### src/rtl/seq_det_pkg.sv
// Shared helpers for the serial pattern detector: KMP automaton transition and self-overlap length,
// evaluated at elaboration time only.
package seq_det_pkg;

    localparam int MaxPatW = 32;

    function automatic int state_w(input int pat_w);
        return (pat_w < 2) ? 1 : $clog2(pat_w);
    endfunction

    // Longest prefix of the pattern that is a suffix of (prefix of length s) followed by b.
    // Returns pat_w on a full match.
    function automatic int next_state(input logic [MaxPatW-1:0] pattern, input int pat_w,
                                      input int s, input logic b);
        int       res;
        int       m;
        logic     ok;
        logic     c;
        logic [4:0] ip;
        logic [4:0] ic;
        res = 0;
        for (int k = 1; k <= MaxPatW; k++) begin
            if (k <= s + 1 && k <= pat_w) begin
                ok = 1'b1;
                for (int j = 0; j < MaxPatW; j++) begin
                    if (j < k) begin
                        m  = s + 1 - k + j;
                        ic = 5'(pat_w - 1 - m);
                        c  = (m < s) ? pattern[ic] : b;
                        ip = 5'(pat_w - 1 - j);
                        if (pattern[ip] != c) ok = 1'b0;
                    end
                end
                if (ok) res = k;
            end
        end
        return res;
    endfunction

    // Longest proper border: prefix that is also a suffix of the whole pattern.
    function automatic int border_len(input logic [MaxPatW-1:0] pattern, input int pat_w);
        int       res;
        logic     ok;
        logic [4:0] ip;
        logic [4:0] is;
        res = 0;
        for (int k = 1; k < MaxPatW; k++) begin
            if (k < pat_w) begin
                ok = 1'b1;
                for (int j = 0; j < MaxPatW; j++) begin
                    if (j < k) begin
                        ip = 5'(pat_w - 1 - j);
                        is = 5'(k - 1 - j);
                        if (pattern[ip] != pattern[is]) ok = 1'b0;
                    end
                end
                if (ok) res = k;
            end
        end
        return res;
    endfunction

endpackage

### src/rtl/seq_pattern_detector_sat_counter.sv
// Saturating up-counter with synchronous clear; used for the optional match counter.
module sat_counter #(
    parameter int unsigned CNT_W = 8
) (
    input  logic             clk,
    input  logic             reset,
    input  logic             inc,
    input  logic             clr,
    output logic [CNT_W-1:0] count
);

    logic [CNT_W-1:0] count_q;
    logic [CNT_W-1:0] count_d;

    always_comb begin
        count_d = count_q;
        if (clr) begin
            count_d = '0;
        end else if (inc && (count_q != {CNT_W{1'b1}})) begin
            count_d = count_q + 1'b1;
        end
    end

    always_ff @(posedge clk or posedge reset) begin
        if (reset) begin
            count_q <= '0;
        end else begin
            count_q <= count_d;
        end
    end

    assign count = count_q;

endmodule

### src/rtl/seq_pattern_detector.sv
// Serial KMP pattern detector with Mealy match y and registered y_q.
// Optional saturating match counter enabled by defining SEQ_DET_MATCH_CNT_EN.
module seq_pattern_detector
    import seq_det_pkg::*;
#(
    parameter int unsigned      PAT_W   = 4,
    parameter logic [PAT_W-1:0] PATTERN = 4'b1011,
    parameter bit               OVERLAP = 1'b1,
    parameter int unsigned      CNT_W   = 8
) (
    input  logic             clk,
    input  logic             reset,
    input  logic             in_valid,
    input  logic             x,
    input  logic             clear,
    output logic             y,
    output logic             y_q
`ifdef SEQ_DET_MATCH_CNT_EN
    ,
    output logic [CNT_W-1:0] match_count
`endif
);

    localparam int StW       = state_w(int'(PAT_W));
    localparam int Border    = border_len(MaxPatW'(PATTERN), int'(PAT_W));
    localparam int MatchNext = OVERLAP ? Border : 0;

    typedef logic [StW-1:0] state_t;

    localparam state_t LastS = state_t'(PAT_W - 1);

    state_t tab0 [PAT_W];
    state_t tab1 [PAT_W];
    state_t state_q;
    state_t state_d;

    // A full match maps to the overlap state instead of an out-of-range length.
    for (genvar gs = 0; gs < PAT_W; gs++) begin : g_tab
        localparam int N0 = next_state(MaxPatW'(PATTERN), int'(PAT_W), gs, 1'b0);
        localparam int N1 = next_state(MaxPatW'(PATTERN), int'(PAT_W), gs, 1'b1);
        assign tab0[gs] = state_t'((N0 >= int'(PAT_W)) ? MatchNext : N0);
        assign tab1[gs] = state_t'((N1 >= int'(PAT_W)) ? MatchNext : N1);
    end

    always_comb begin
        state_d = state_q;
        y       = 1'b0;
        if (clear) begin
            state_d = '0;
        end else if (in_valid) begin
            state_d = x ? tab1[state_q] : tab0[state_q];
            y       = (state_q == LastS) && (x == PATTERN[0]) && !reset;
        end
    end

    always_ff @(posedge clk or posedge reset) begin
        if (reset) begin
            state_q <= '0;
            y_q     <= 1'b0;
        end else begin
            state_q <= state_d;
            y_q     <= y;
        end
    end

`ifdef SEQ_DET_MATCH_CNT_EN
    sat_counter #(
        .CNT_W(CNT_W)
    ) u_cnt (
        .clk  (clk),
        .reset(reset),
        .inc  (y),
        .clr  (clear),
        .count(match_count)
    );
`endif

endmodule

### config.mk
export PLATFORM = sky130hd
export DESIGN_NAME = seq_pattern_detector
export DESIGN_NICKNAME = d
export VERILOG_FILES = /design/src/rtl/seq_det_pkg.sv /design/src/rtl/seq_pattern_detector_sat_counter.sv /design/src/rtl/seq_pattern_detector.sv
export SDC_FILE = /design/constraint.sdc
export NUM_CORES = 1
export LEC_CHECK = 0
export BUFFER_PORTS_ARGS = -buffer_cell sky130_fd_sc_hd__buf_2
export CORE_AREA = 2 2 39 41
export CTS_CLUSTER_DIAMETER = 200
export DETAILED_ROUTE_END_ITERATION = 7
export DIE_AREA = 0 0 41 43
export PLACE_DENSITY = 0.3
export RECOVER_POWER = 50
export SLEW_MARGIN = 25
export SYNTH_ARGS = -nofsm -noshare
export SYNTH_HDL_FRONTEND = slang
export SYNTH_SLANG_ARGS = --single-unit
### constraint.sdc
create_clock -name clk -period 1 [get_ports clk]
set_input_delay 0.2 -clock clk [delete_from_list [all_inputs] [get_ports clk]]
set_output_delay 0.2 -clock clk [all_outputs]
set_load 0.02 [all_outputs]
Word-level counts from Yosys, hierarchy flattened
Cells that the tools add are included.

word-level totals
  bits of input ports = 5
  bits in registers = 3
  word-level logic and storage cells = 20

operators by class
  reductions and logical operators = 4
  bitwise gates (word level) = 1
  multiplexer cells = 11
  order comparisons = 1
  equal/unequal tests = 1

operator list
  kind                count
  $mux 2              7
  $bmux 2 s2          2
  $ge 3x3->1 const B  1
  $not 2->3           1
  $eq 2x2->1 const B  1
  $logic_and 1x1->1   2
  $mux 1              2
  $reduce_bool 2->1   1
  $logic_not 1->1     1

Logic depth before layout (Yosys ltp)
  depth after elaboration = 7
  gate-level depth with buffers = 3
  gate-level depth less buffers = 3

Worst setup path before layout
Ideal clock, no wire load.

  kind = reg-to-output
  start point = register state_q[0]
  end point = output y
  setup slack = -0.141 ns
  arrival = 0.941 ns
  stages on the path, launching flop included = 3
  path through = dfrtp_1 nand2_1 nor4b_2

between the ends
  longest elaborated chain between the ends = 5

ends and longest elaborated chain
  element                         line                        text
  start, declared                 seq_pattern_detector.sv:34  state_t state_q;
  start signal, assigned          seq_pattern_detector.sv:61  state_q <= state_d;
  $eq 2x2->1                      seq_pattern_detector.sv:52  y = (state_q == LastS) && (x == PATTERN[0]) && !reset;
  $logic_and 1x1->1 (2 in a row)  seq_pattern_detector.sv:52
  $mux 1                          seq_pattern_detector.sv:50  end else if (in_valid) begin
  $mux 1                          seq_pattern_detector.sv:48  if (clear) begin
  end, declared                   seq_pattern_detector.sv:16  output logic y,

Every way passes these cells.

Worst setup path after layout
Same ends and word-level chain as after synthesis.

==> run summary <==
global route overflow: 0
Clock Sinks: 3
clock skew: 0.00278 ns
CTS Buf Count: 3
layout cells sized above 1: 53.8%
first-pass GRT wire length: 586 um
largest net degree at the start of global routing: 5
violated checks: negative setup slack
largest fanout on the critical path: 2
final WL: 343 um
DR pass1 iterations: 2
CP cell instances: nand2_2 -> nor4b_4 -> buf_4
max_slew headroom: 84.0%
nature of the critical path endpoint: output pin
H-tree depth: 1
Crit-path slowest cell: dfrtp_1
Worst EP required: 0.80 ns
CP bufs+invs: 1
Clk pin slew, worst setup/hold paths: 0.04 ns
CTS Buffer Depth: 2
syn_area_per_cell: 11.5 um2
number of cell rows: 14
Final setup viols: 1
crit path DAT: 1.14 ns
Die H: 43 um
final count of hold timing violations: 0
Final Worst Setup Slack: -0.343 ns
GPL Wtd Cong: 0.619
initial drt markers: 1
Residual DRC: 0
Mapped Area: 138 um2
clk_lat worst skew: 0.23 ns
Adder-Cell Fraction of Synth Area: 0%
I/O pin count: 7
crit start category: flop
final net count: 32
placed cell count: 37
number of global-route vias before repair: 147
Die ar.: 1760 um2
Finished Layout Cells: 42
port bufs: 6
XOR/XNOR share of the synthesized area: 0%
FF+latch count, synth: 3
Tot Pwr: 378 uW
static leakage: 0.133 nW
All-Layer GR Usage: 5.84%
Cells after Synth: 12
Max-Cap Viols: 0
Worst Max-Slew Pin Slew: 0.239 ns
area grow syn2layout: 89.1%
TritonCTS clock tree: done
Seq/Total Area, Yosys: 54.5%
synth unique cells: 9
simple logic cell fraction of the synthesized area: 20.9%
Root Buffer: clkbuf_4
per-cell routed wire length: 8.17 um
Max Freq: 745 MHz
post-route setup TNS: -0.343 ns
Final ANT Viol Nets: 0
Die X: 41 um
worst vdd rail ir drop: 0.000716 V
HP Class: in2reg
Tcrit/Tclk final: 134%
CP Class: reg2out
initial core utilization: 9.95%
CP delay by family, top: simple AND/OR/NAND/NOR gates
status: finished, violations left
post-DR vias/cell: 3.31
Final Max Tran Viols: 0
synth warn: 0
syn_nets: 17
Synth Area in Compound Gates: 11.8%
half-perimeter wire length after placement: 245 um
ANT cells: 0
antenna violations before repair: 0
crit-path max cell delay: 0.36 ns
core area: 1380 um2
largest family of logic cells by synthesized area: simple AND/OR/NAND/NOR gates
RSZ-0062 raised after global routing: true
Power Density: 1450 nW/um2
via count: 139
post-synthesis mux area share: 7.27%
Min Clock Period, post-route: 1.34 ns
==> final cells by class <==
cell class / count / area, um2
multi-input combinational: 7 / 66.3
timing repair buffer: 10 / 65.1
fill: 149 / 1120
sequential: 3 / 75.1
clock buffer: 4 / 26.3
inverter: 2 / 7.51
tap: 16 / 20.0
==> Yosys cell counts (all sizes together) <==
master	n	area share (%)
dfrtp	3	55
o32ai	1	6.4
nand2b	1	4.5
mux2i	1	7.3
nor2	1	2.7
inv	2	5.5
a21boi	1	5.5
nor4b	1	11
nand2	1	2.7
==> cells by family (layout without fill, tap and decap cells) <==
group | after synthesis | after routing
mux | 1 | 1
simple gates | 4 | 4
buf+inv | 2 | 16
compound gates | 2 | 2
flops | 3 | 3
==> worst paths after layout <==
| check | startpoint | slack, ns | to | cells past startpoint |
|---|---|---|---|---|
| min in group asynchronous | reset | 0.40 | y_q$_DFF_PP0_ | 3 |
| max reg2reg | state_q[0]$_DFFE_PP0P_ | 0.12 | state_q[1]$_DFFE_PP0P_ | 4 |
| min reg2reg | state_q[0]$_DFFE_PP0P_ | 0.58 | y_q$_DFF_PP0_ | 2 |
| max | state_q[0]$_DFFE_PP0P_ | -0.34 | y | 3 |
| min | reset | 0.19 | y_q$_DFF_PP0_ | 2 |
| max in group asynchronous | reset | 0.45 | state_q[1]$_DFFE_PP0P_ | 3 |
==> placed cells by master, fill, tap and decap left out <==
cell | Yosys | routed
inv_1 | 2 | 2
mux2i_1 | 1 | 1
nand2_2 | 0 | 1
nor2_1 | 1 | 1
buf_2 | 0 | 5
a21boi_0 | 1 | 1
o32ai_1 | 1 | 1
dfrtp_1 | 3 | 3
clkbuf_1 | 0 | 1
nand2b_1 | 1 | 1
nor4b_4 | 0 | 1
dlygate4sd3_1 | 0 | 1
buf_4 | 0 | 4
clkbuf_4 | 0 | 3
==> stage by stage <==
step | worst slack, ns | hold slack, ns | instance area (um2) | util, %
6_report | -0.343 | 0.189 | 260 | 18.8
5_1_grt | -0.427 | 0.184 | 260 | 18.8
4_1_cts | -0.348 | 0.177 | 260 | 18.8
3_5_place_dp | -0.140 | 0.107 | 219 | 15.8
3_3_place_gp | -0.142 | 0.103 | 219 | 15.8
2_1_floorplan | -0.0385 | -0.0464 | 146 | -
==> flip-flops by register name (all words and copies together), names as in the netlist <==
register	flops
y_q	1
state_q	2
==> report_power, final <==
group / leakage (nW) / total, mW / switching, mW / internal (mW)
Clock: 0.0150 / 0.210 / 0.0602 / 0.149
Combinational: 0.0765 / 0.0413 / 0.0179 / 0.0234
Sequential: 0.0411 / 0.127 / 0.00197 / 0.125
Total: 0.133 / 0.378 / 0.0800 / 0.298
==> timing repair <==
| item | 4_1_cts | 5_1_grt |
|---|---|---|
| hold buffers | 1 | 0 |
| hold endpoints to repair | 3 | 0 |
| endpoints found under the setup margin | 1 | 1 |
| gates resized for setup | 2 | 0 |
| setup buffers | 0 | 0 |
==> metal layers <==
layer / GRT usage [%] / vias to the layer above / share of wire, %
met5: 0 / - / 0
met4: 6.00 / 0 / 0
met3: 4.71 / 0 / 12
met2: 5.00 / 7 / 29
met1: 7.79 / 64 / 59
li1: - / 68 / -
Power figures use the tool's default switching activity.
